--- src/rtl/echo_ranger.sv ---
// Ultrasonic ranging controller: trigger pulse, echo synchroniser and
// prescaled echo-width measurement with timeout and holdoff.
module echo_ranger #(
    parameter int unsigned DIV           = 50,
    parameter int unsigned CNT_W         = 20,
    parameter int unsigned TRIG_TICKS    = 10,
    parameter int unsigned TIMEOUT_TICKS = 30000,
    parameter int unsigned HOLDOFF_TICKS = 60000
) (
    input  logic             clk,
    input  logic             reset,
    input  logic             start,
    input  logic             auto_en,
    input  logic             echo,
    output logic             trig,
    output logic             busy,
    output logic [CNT_W-1:0] width,
    output logic             valid,
    output logic             timeout
);

    localparam int unsigned PRE_W = (DIV > 1) ? $clog2(DIV) : 1;
    localparam logic [PRE_W-1:0] PRE_MAX   = PRE_W'(DIV - 1);
    localparam logic [CNT_W-1:0] TRIG_LAST = CNT_W'(TRIG_TICKS - 1);
    localparam logic [CNT_W-1:0] TO_LAST   = CNT_W'(TIMEOUT_TICKS - 1);
    localparam logic [CNT_W-1:0] TO_MAX    = CNT_W'(TIMEOUT_TICKS);
    localparam logic [CNT_W-1:0] HO_LAST   = CNT_W'(HOLDOFF_TICKS - 1);

    typedef enum logic [2:0] {
        S_IDLE,
        S_TRIG,
        S_WAIT,
        S_MEAS,
        S_HOLD
    } state_t;

    state_t           state_q, state_d;
    logic [PRE_W-1:0] pre_q, pre_d;
    logic [CNT_W-1:0] tcnt_q, tcnt_d;
    logic [CNT_W-1:0] width_q, width_d;
    logic             timeout_q, timeout_d;
    logic             valid_q, valid_d;
    logic [2:0]       sync_q;

    logic             tick;
    logic             rise;
    logic             fall;
    logic [CNT_W-1:0] tcnt_inc;

    // sync_q[1] is the synchronised echo, sync_q[2] its delayed copy
    assign rise     = sync_q[1] & ~sync_q[2];
    assign fall     = ~sync_q[1] & sync_q[2];
    assign tick     = (pre_q == PRE_MAX);
    assign tcnt_inc = tcnt_q + 1'b1;

    always_ff @(posedge clk) begin
        if (!reset) begin
            state_q   <= S_IDLE;
            pre_q     <= '0;
            tcnt_q    <= '0;
            sync_q    <= '0;
            width_q   <= '0;
            timeout_q <= 1'b0;
            valid_q   <= 1'b0;
        end else begin
            state_q   <= state_d;
            pre_q     <= pre_d;
            tcnt_q    <= tcnt_d;
            sync_q    <= {sync_q[1:0], echo};
            width_q   <= width_d;
            timeout_q <= timeout_d;
            valid_q   <= valid_d;
        end
    end

    always_comb begin
        state_d   = state_q;
        width_d   = width_q;
        timeout_d = timeout_q;
        valid_d   = 1'b0;
        unique case (state_q)
            S_IDLE: begin
                if (start | auto_en) state_d = S_TRIG;
            end
            S_TRIG: begin
                if (tick && tcnt_q == TRIG_LAST) state_d = S_WAIT;
            end
            S_WAIT: begin
                if (tick && tcnt_q == TO_LAST) begin
                    width_d   = '1;
                    timeout_d = 1'b1;
                    valid_d   = 1'b1;
                    state_d   = S_HOLD;
                end else if (rise) begin
                    state_d = S_MEAS;
                end
            end
            S_MEAS: begin
                // a fall on the saturating tick still reports a clean width
                if (fall) begin
                    width_d   = tick ? tcnt_inc : tcnt_q;
                    timeout_d = 1'b0;
                    valid_d   = 1'b1;
                    state_d   = S_HOLD;
                end else if (tick && tcnt_inc == TO_MAX) begin
                    width_d   = TO_MAX;
                    timeout_d = 1'b1;
                    valid_d   = 1'b1;
                    state_d   = S_HOLD;
                end
            end
            S_HOLD: begin
                if (tick && tcnt_q == HO_LAST) state_d = S_IDLE;
            end
            default: state_d = S_IDLE;
        endcase

        if (state_d != state_q) begin
            pre_d  = '0;
            tcnt_d = '0;
        end else begin
            pre_d  = tick ? '0 : pre_q + 1'b1;
            tcnt_d = (tick && state_q != S_IDLE) ? tcnt_inc : tcnt_q;
        end
    end

    assign trig    = (state_q == S_TRIG);
    assign busy    = (state_q != S_IDLE);
    assign width   = width_q;
    assign valid   = valid_q;
    assign timeout = timeout_q;

endmodule

--- config.mk ---
export PLATFORM = sky130hd
export DESIGN_NAME = echo_ranger
export DESIGN_NICKNAME = d
export VERILOG_FILES = /design/src/rtl/echo_ranger.sv
export SDC_FILE = /design/constraint.sdc
export NUM_CORES = 1
export LEC_CHECK = 0
export BUFFER_PORTS_ARGS = -buffer_cell sky130_fd_sc_hd__clkbuf_2
export CELL_PAD_IN_SITES_DETAIL_PLACEMENT = 0
export CELL_PAD_IN_SITES_GLOBAL_PLACEMENT = 1
export CORE_MARGIN = 2
export CORE_UTILIZATION = 40
export DETAILED_ROUTE_END_ITERATION = 10
export GPL_TIMING_DRIVEN = 0
export PLACE_DENSITY_LB_ADDON = 0.1
export SLEW_MARGIN = 20
export SYNTH_ARGS = -nofsm -noshare
export SYNTH_HDL_FRONTEND = slang
export SYNTH_SLANG_ARGS = --single-unit
export TNS_END_PERCENT = 30
--- constraint.sdc ---
create_clock -name clk -period 5.7 [get_ports clk]
set_input_delay 0.57 -clock clk [delete_from_list [all_inputs] [get_ports clk]]
set_output_delay 0.57 -clock clk [all_outputs]
set_load 0.01 [all_outputs]
==> flow_metrics.env, run 1 <==
export IMPL_status="complete, no violations"
export IMPL_row_count=31
export IMPL_synth_area_sq_um=3075
export IMPL_grt_usage_pct=20.68
export IMPL_rsz0062_at_grt="no"
export IMPL_synth_edf_count=0
export IMPL_hold_violations=0
export IMPL_avgSynthCellArea_sq_um=8.335
export IMPL_hpwlAfterDp_um=6259
export IMPL_drt_wl_total_um=8486
export IMPL_cts_resized=0
export IMPL_antenna_found_initial=0
export IMPL_powerDensity_nw_per_um2=193.7
export IMPL_syn_to_final_growth_pct=12.00
export IMPL_fin_hold_ws_ns=0.4567
export IMPL_yosysSeqAreaShare_pct=35.15
export IMPL_initial_utilization_pct=41.95
export IMPL_drive_gt1_share_pct=19.55
export IMPL_h_tree_depth=2
export IMPL_drc=0
export IMPL_seq_area_sq_um=1081
export IMPL_port_buffers=27
export IMPL_place_congestion=0.9172
export IMPL_drv_cap=0
export IMPL_synthTopCellsByArea="dfxtp_1, xnor2_1, nor2_1, xor2_1, nand4_1"
export IMPL_ys_ff_latch=54
export IMPL_critPathMaxFanout=10
export IMPL_vias=2727
export IMPL_clkTransAtPathRegs_ns=0.10
export IMPL_min_path_type="flop to flop"
export IMPL_syn_nets=379
export IMPL_grt_pass1_wl_um=13830
export IMPL_clock_tree_root_cell="clkbuf_8"
export IMPL_slew_headroom_pct=53.52
export IMPL_first_pass_iters=4
export IMPL_async_flop_share_pct=0
export IMPL_drt_initial_drc_count=151
export IMPL_synthFlopType="dfxtp_1"
export IMPL_tightest_slew_ns=0.6908
export IMPL_ir_worst_vdd_uv=99.02
export IMPL_slew_viol_final=0
export IMPL_critPathMaxStageDelay_ns=0.60
export IMPL_finalPower_uw=667.2
export IMPL_yosysMostFrequentCell="dfxtp_1"
export IMPL_setup_worst_path_class="flop to flop"
export IMPL_fp_dieH_um=91.69
export IMPL_fin_crit_sh_pct=58.51
export IMPL_tns_ns=0
export IMPL_fill_cells=764
export IMPL_via_per_inst=5.421
export IMPL_required_ns=5.88
export IMPL_hold_buffers=0
export IMPL_crit_top_cell="buf_2"
export IMPL_cp_buffers_inverters=2
export IMPL_setup_viol=0
export IMPL_yosysTopAreaCell="dfxtp_1"
export IMPL_core_area_sq_um=7331
export IMPL_clock_sinks=54
export IMPL_start_kind="flop"
export IMPL_antennaDiodeCount=0
export IMPL_fin_util_pct=46.99
export IMPL_grt_pass1_vias=2614
export IMPL_p_leak_nw=1.194
export IMPL_crit_arrival_ns=3.52
export IMPL_cts_tree="built"
export IMPL_multi_input_area_sq_um=1803
export IMPL_final_nets=413
export IMPL_grt_ovfl_total=0
export IMPL_period_needed_ns=3.335
export IMPL_grt_max_degree=17
export IMPL_cts_inserted_buffers=5
export IMPL_synth_common_cells="dfxtp_1, nor2_1, xnor2_1"
export IMPL_ys_warn_count=0
export IMPL_wire_per_inst_um=16.87
export IMPL_fin_skew_ns=0.004965
export IMPL_netlist_cell_type_count=54
export IMPL_slowest_stage="dfxtp_1"
export IMPL_dieArea_sq_um=8406
export IMPL_crit_family="simple AND/OR/NAND/NOR gates"
export IMPL_insertion_delay_ns=0.31
export IMPL_yosysTopAreaCellShare_pct=35.15
export IMPL_cts_setup_buffers=0
export IMPL_ant_nets=0
export IMPL_cp_cell_sequence="ha_1 -> buf_2 -> nand3_2 -> nor3_1 -> xnor2_1 -> nor4_1 -> nand4b_1 -> nor2_1 -> buf_2 -> o22ai_1"
export IMPL_ios=29
export IMPL_clock_fmax_mhz=299.8
export IMPL_clockBufferDepth=2
export IMPL_syn_inst=369
export IMPL_cp_end_kind="flop"
export IMPL_chipWidth_um=91.69
[area by class of cell]
type                    instances  share of cell area [%]
multi-input cells             275                   52.34
flip-flops and latches         54                   31.38
plain buffers                  32                   4.686
repair buffers                 27                   3.923
well taps                      99                   3.596
clock buffers                   6                   2.107
clock inverters                 2                   1.090
inverters                       8                  0.8718
[cell families (layout without fill, tap and decap cells)]
logic type	count (synthesis)	count (layout)	share of synthesized area (%)
multiplexers	2	2	0.6510
AND/OR/NAND/NOR	164	164	29.37
AO/OA/AOI/OAI	57	57	13.18
buffers and inverters	40	75	6.224
XOR/XNOR	47	47	13.38
flip-flops	54	54	35.15
adder cells (fa/ha/maj)	5	5	2.034
[power breakdown]
part / internal [mW] / switching (mW) / total, mW
registers: 0.379 / 0.00229 / 0.382
logic: 0.00841 / 0.0147 / 0.0231
clock network: 0.131 / 0.131 / 0.262
total: 0.519 / 0.148 / 0.667
[placed cells by master (no fill, tap or decap), drive strengths merged, types with 16 or more instances in the layout]
cell,count
nor2,49
nor3,19
xor2,17
nand2,23
xnor2,30
o21ai,16
buf,17
dfxtp,54
clkbuf,48
[routing by layer]
metal  share of wire, %  global-route usage, %  vias up  wire (um)
met1                 49                  28.78     1296       4189
met2                 45                  33.70       54       3842
li1                   -                      -     1368          -
met4                1.5                  4.672        0        129
met5                  0                      0        -          0
met3                3.8                  3.205        9        324
[state kept, by name, indices dropped and copies added (netlist names)]
name,cells
tcnt_q,20
pre_q,6
sync_q,3
timeout,1
width,20
valid,1
state_q,3
[worst paths after layout]
check / from / endpoint / slack (ns) / cells past startpoint
worst max-delay path: tcnt_q[0] / width[19] / 2.36 / 10
worst min-delay path: sync_q[0] / sync_q[1] / 0.46 / 1
worst max register to register: tcnt_q[0] / width[19] / 2.36 / 10
worst min register to register: sync_q[0] / sync_q[1] / 0.46 / 1
[metrics by stage]
step,instances,worst slack (ns),cell area [sq um]
floorplan,369,3.267,3075
global placement,495,2.482,3334
detailed placement,495,2.476,3334
CTS,503,2.445,3445
global route,503,2.178,3445
finish,503,2.365,3445
Note: power is estimated with default switching activity, not from simulation.
==> inputs of run 2 (changes only) <==
==> constraint.sdc (replaced) <==
create_clock -name clk -period 2.95 [get_ports clk]
set_input_delay 0.295 -clock clk [delete_from_list [all_inputs] [get_ports clk]]
set_output_delay 0.295 -clock clk [all_outputs]
set_load 0.01 [all_outputs]
==> run 2 against run 1 <==
Core utilization is 1.0 points higher. Cell count is 0.40% higher. Design area is 2.2% higher. Die area stayed put. Combinational power is 99% higher. Worst setup slack worse by 2.2 ns. Clock-buffer cell count stayed put. Global-route usage is 0.069 points higher. First-iteration DRC count is 26% higher. Clock skew is 0.00078 ns higher. Total power is 93% higher. Critical path type unchanged. Highest routed layer unchanged.
==> flow_metrics.env, run 2 (synthesized netlist as in run 1, its figures left out) <==
export IMPL_row_count=31
export IMPL_hold_violations=0
export IMPL_ir_worst_vdd_uv=191.6
export IMPL_setup_ws_ns=0.1959
export IMPL_critPathMaxStageDelay_ns=0.47
export IMPL_r2r_cells=10
export IMPL_h_tree_depth=2
export IMPL_clkTransAtPathRegs_ns=0.10
export IMPL_ant_nets=0
export IMPL_insertion_delay_ns=0.30
export IMPL_fin_skew_ns=0.005749
export IMPL_grt_pass1_vias=2618
export IMPL_port_buffers=27
export IMPL_drive_gt1_share_pct=22.17
export IMPL_final_nets=415
export IMPL_grt_max_degree=17
export IMPL_slew_viol_final=0
export IMPL_cts_inserted_buffers=5
export IMPL_wire_per_inst_um=16.70
export IMPL_fin_crit_sh_pct=93.36
export IMPL_hpwlAfterDp_um=6259
export IMPL_first_pass_iters=5
export IMPL_via_per_inst=5.485
export IMPL_powerDensity_nw_per_um2=365.4
export IMPL_slowest_stage="dfxtp_2"
export IMPL_final_cell_mix="dfxtp_1, nor2_1, xnor2_1"
export IMPL_whs_path_depth=2
export IMPL_dieArea_sq_um=8406
export IMPL_grt_ovfl_total=0
export IMPL_vias=2770
export IMPL_drv_cap=0
export IMPL_hold_buffers=0
export IMPL_dp_cells=495
export IMPL_p_leak_nw=1.238
export IMPL_ios=29
export IMPL_crit_arrival_ns=2.99
export IMPL_chipWidth_um=91.69
export IMPL_setup_viol=0
export IMPL_tightest_slew_ns=0.7117
export IMPL_clockBufferDepth=2
export IMPL_clock_sinks=54
export IMPL_grt_usage_pct=20.75
export IMPL_cp_cell_sequence="ha_1 -> buf_2 -> nand3_4 -> nor3_2 -> nand4_1 -> and4b_1 -> a211oi_2 -> nand3_4 -> buf_6 -> nor3_2"
export IMPL_final_common_cell="dfxtp_1"
export IMPL_period_needed_ns=2.754
export IMPL_core_area_sq_um=7331
export IMPL_setup_worst_path_class="flop to flop"
export IMPL_antenna_found_initial=0
export IMPL_cp_end_kind="flop"
export IMPL_min_path_type="input pin to flop"
export IMPL_place_congestion=0.9172
export IMPL_slew_headroom_pct=52.12
export IMPL_dp_slack_ns=-0.2740
export IMPL_grt_pass1_wl_um=13890
export IMPL_antennaDiodeCount=0
export IMPL_clock_fmax_mhz=363.1
export IMPL_critPathMaxFanout=10
export IMPL_status="complete, no violations"
export IMPL_drc=0
export IMPL_required_ns=3.18
export IMPL_clock_tree_root_cell="clkbuf_8"
export IMPL_drt_initial_drc_count=190
export IMPL_start_kind="flop"
export IMPL_rsz0062_at_grt="no"
export IMPL_fp_dieH_um=91.69
export IMPL_syn_to_final_growth_pct=14.44
export IMPL_drt_wl_total_um=8433
export IMPL_initial_utilization_pct=41.95
export IMPL_final_cells=505
export IMPL_cts_tree="built"
## run 2: cell count changes in the layout (fill, tap and decap cells not counted), sizes merged
cell  previous run  this run
buf             17        19
## run 2: stage by stage
| stage | TNS, ns | hold slack (ns) | utilization [%] | total power, mW | area (sq um) |
|---|---|---|---|---|---|
| final | 0 | 0.1872 | 48.01 | 1.286 | 3520 |
| after global routing | 0 | 0.1853 | 48.01 | 1.339 | 3520 |
| after CTS | 0 | 0.1822 | 47.19 | 1.304 | 3460 |
| after detailed placement | -6.796 | 0.4372 | 45.49 | 0.8002 | 3334 |
| after global placement | -6.802 | 0.4350 | 45.49 | 0.7994 | 3334 |
| after floorplan | 0 | 0.4119 | - | 0.7850 | 3075 |
## run 2: what timing repair did
| action | CTS | global route |
|---|---|---|
| setup endpoints to repair | 48 | 45 |
| resized for setup | 5 | 8 |
| endpoints found under the hold margin | 0 | 0 |
| buffers inserted | 0 | 2 |
| pin swaps | 0 | 2 |
## run 2: per-layer routing
layer	wire length, um	track usage, %
met5	0	0
met4	122	4.672
met3	357	3.205
met2	3849	33.76
met1	4104	28.94
## run 2: area by class of cell
class / count / area [sq um]
multi-input combinational: 275 / 1861
timing repair buffer: 29 / 150.1
sequential: 54 / 1084
inverter: 8 / 30.03
clock inverter: 2 / 37.54
clock buffer: 6 / 72.57
fill: 764 / 3811
buffer: 32 / 161.4
tap: 99 / 123.9
## run 2: path summary, 6_finish.rpt
check | slack (ns) | endpoint | startpoint
setup / recovery | 0.20 | pre_q[1] | tcnt_q[0]
hold / removal | 0.19 | sync_q[0] | echo
setup reg to reg | 0.20 | pre_q[1] | tcnt_q[0]
hold reg to reg | 0.46 | sync_q[1] | sync_q[0]
## run 2: worst max-delay path: cells and delay by family, from the launching register on
family / cells / cell delay [ns]
adder cells (fa/ha/maj): 1 / 0.18
flip-flops: 1 / 0.47
buffers and inverters: 2 / 0.41
AND/OR/NAND/NOR: 6 / 1.35
AO/OA/AOI/OAI: 1 / 0.28
## run 2: report_power, final
part,switching [mW],internal [mW]
Clock,0.249,0.254
Sequential,0.00436,0.733
Combinational,0.0293,0.0168
==> inputs of run 3 (changes only) <==
--- a/config.mk
+++ b/config.mk
@@ -8,7 +8,7 @@
 export BUFFER_PORTS_ARGS = -buffer_cell sky130_fd_sc_hd__clkbuf_2
 export CELL_PAD_IN_SITES_DETAIL_PLACEMENT = 0
 export CELL_PAD_IN_SITES_GLOBAL_PLACEMENT = 1
-export CORE_MARGIN = 2
+export CORE_ASPECT_RATIO = 0.75
 export CORE_UTILIZATION = 40
 export DETAILED_ROUTE_END_ITERATION = 10
 export GPL_TIMING_DRIVEN = 0
==> constraint.sdc (replaced) <==
create_clock -name clk -period 3.5 [get_ports clk]
set_input_delay 0.35 -clock clk [delete_from_list [all_inputs] [get_ports clk]]
set_output_delay 0.35 -clock clk [all_outputs]
set_load 0.01 [all_outputs]
==> run 3 against run 2 <==
Non-clock buffer count down 2. Sequential power fell by 16%. Worst hold slack gained 0.050 ns. Critical path depth stayed put. Core utilization fell by 1.7 points. Total power shrank 21%. Clock skew grew 0.0062 ns. Worst setup slack better by 0.13 ns. Die area decreased by 4.3%. Clock-buffer cell count decreased by 1. Critical endpoint unchanged. Largest power group unchanged. Highest routed layer unchanged.
==> flow_metrics.env, run 3 (synthesized netlist as in run 1, its figures left out) <==
export IMPL_r2r_cells=10
export IMPL_cts_inserted_buffers=5
export IMPL_setup_viol=0
export IMPL_fin_crit_sh_pct=90.79
export IMPL_final_area_sq_um=3430
export IMPL_hold_violations=0
export IMPL_tightest_slew_ns=0.6336
export IMPL_drt_wl_total_um=8406
export IMPL_insertion_delay_ns=0.32
export IMPL_grt_ovfl_total=0
export IMPL_cp_end_kind="flop"
export IMPL_dp_slack_ns=0.3887
export IMPL_path_depth=10
export IMPL_tns_ns=0
export IMPL_clock_fmax_mhz=314.7
export IMPL_clkTransAtPathRegs_ns=0.11
export IMPL_crit_arrival_ns=3.42
export IMPL_min_path_type="input pin to flop"
export IMPL_port_buffers=27
export IMPL_via_per_inst=5.517
export IMPL_critPathMaxFanout=10
export IMPL_period_needed_ns=3.178
export IMPL_drt_initial_drc_count=152
export IMPL_row_count=27
export IMPL_final_cell_mix="dfxtp_1, nor2_1, xnor2_1"
export IMPL_ir_worst_vdd_uv=139.9
export IMPL_fin_util_pct=46.36
export IMPL_place_congestion=0.9656
export IMPL_grt_pass1_vias=2481
export IMPL_initial_utilization_pct=41.57
export IMPL_dieArea_sq_um=8047
export IMPL_fin_hold_ws_ns=0.2371
export IMPL_ios=29
export IMPL_hpwlAfterDp_um=6265
export IMPL_whs_path_depth=2
export IMPL_fill_cells=767
export IMPL_drive_gt1_share_pct=19.80
export IMPL_setup_worst_path_class="flop to flop"
export IMPL_powerDensity_nw_per_um2=298.0
export IMPL_clock_sinks=54
export IMPL_cts_setup_buffers=0
export IMPL_slowest_stage="dfxtp_1"
export IMPL_crit_family="simple AND/OR/NAND/NOR gates"
export IMPL_grt_usage_pct=22.19
export IMPL_setup_ws_ns=0.3222
export IMPL_drc=0
export IMPL_h_tree_depth=2
export IMPL_grt_pass1_wl_um=13410
export IMPL_crit_top_cell="nand3_2"
export IMPL_core_area_sq_um=7398
export IMPL_antennaDiodeCount=0
export IMPL_cp_cell_sequence="ha_1 -> buf_2 -> nand3_2 -> nor3_1 -> nand4_1 -> and4b_1 -> a211oi_2 -> nand3_2 -> buf_6 -> nor3_2"
export IMPL_status="complete, no violations"
export IMPL_final_nets=413
export IMPL_ant_nets=0
export IMPL_cts_resized=0
export IMPL_syn_to_final_growth_pct=11.51
export IMPL_hold_buffers=0
export IMPL_rsz0062_at_grt="no"
export IMPL_required_ns=3.74
export IMPL_drv_cap=0
export IMPL_p_leak_nw=1.183
export IMPL_critPathMaxStageDelay_ns=0.56
export IMPL_chipWidth_um=103.3
export IMPL_clockBufferDepth=2
export IMPL_wire_per_inst_um=16.65
export IMPL_slew_headroom_pct=57.76
export IMPL_dpl_instance_area_sq_um=3337
export IMPL_vias=2786
export IMPL_fin_skew_ns=0.01198
export IMPL_antenna_found_initial=0
export IMPL_start_kind="flop"
export IMPL_clock_tree_root_cell="clkbuf_8"
export IMPL_cp_buffers_inverters=2
export IMPL_fp_dieH_um=77.94
export IMPL_slew_viol_final=0
export IMPL_final_common_cell="dfxtp_1"
export IMPL_first_pass_iters=5
export IMPL_cts_tree="built"
export IMPL_grt_max_degree=19
==> run 3: cell count changes in the layout (fill, tap and decap cells not counted), sizes merged <==
cell      previous run  this run
buf                 19        17
clkinvlp             1         2
bufinv               1         0
inv                  8         9
clkbuf              48        47
==> run 3: cell type report <==
class	instances	area, sq um	area share [%]
buffer	32	161.4	4.706
clock buffer	5	68.82	2.007
clock inverter	3	23.77	0.6932
inverter	8	30.03	0.8756
multi-input combinational	275	1803	52.57
sequential	54	1081	31.52
tap	101	126.4	3.685
timing repair buffer	27	135.1	3.940
==> run 3: worst register-to-register path: stages, from the launching register on <==
cell	delay [ns]
dfxtp_1	0.56
ha_1	0.20
buf_2	0.20
nand3_2	0.22
nor3_1	0.45
nand4_1	0.31
and4b_1	0.33
a211oi_2	0.23
nand3_2	0.26
buf_6	0.23
nor3_2	0.10
==> run 3: through the flow <==
step	total power [mW]	cells
final	1.022	505
after global routing	1.070	505
after CTS	1.041	505
after detailed placement	0.6737	497
after global placement	0.6735	497
after floorplan	0.6616	369
==> run 3: path summary, 6_finish.rpt <==
kind	from	to	slack, ns
worst max-delay path	tcnt_q[0]	pre_q[1]	0.32
worst min-delay path	echo	sync_q[0]	0.24
worst max register to register	tcnt_q[0]	pre_q[1]	0.32
worst min register to register	sync_q[0]	sync_q[1]	0.45
==> run 3: power by group <==
| group | leakage (nW) | switching [mW] | internal, mW | total, mW |
|---|---|---|---|---|
| Combinational | 0.707 | 0.0242 | 0.0137 | 0.0379 |
| Sequential | 0.436 | 0.00336 | 0.618 | 0.621 |
| Clock | 0.0408 | 0.219 | 0.144 | 0.363 |
| Total | 1.18 | 0.247 | 0.775 | 1.02 |
==> run 3: routing by layer <==
| layer | track usage [%] | share of wire, % | vias up |
|---|---|---|---|
| li1 | - | - | 1368 |
| met1 | 33.85 | 53 | 1323 |
| met2 | 32.20 | 41 | 81 |
| met3 | 3.874 | 4.5 | 14 |
| met4 | 4.366 | 1.4 | 0 |
| met5 | 0 | 0 | - |
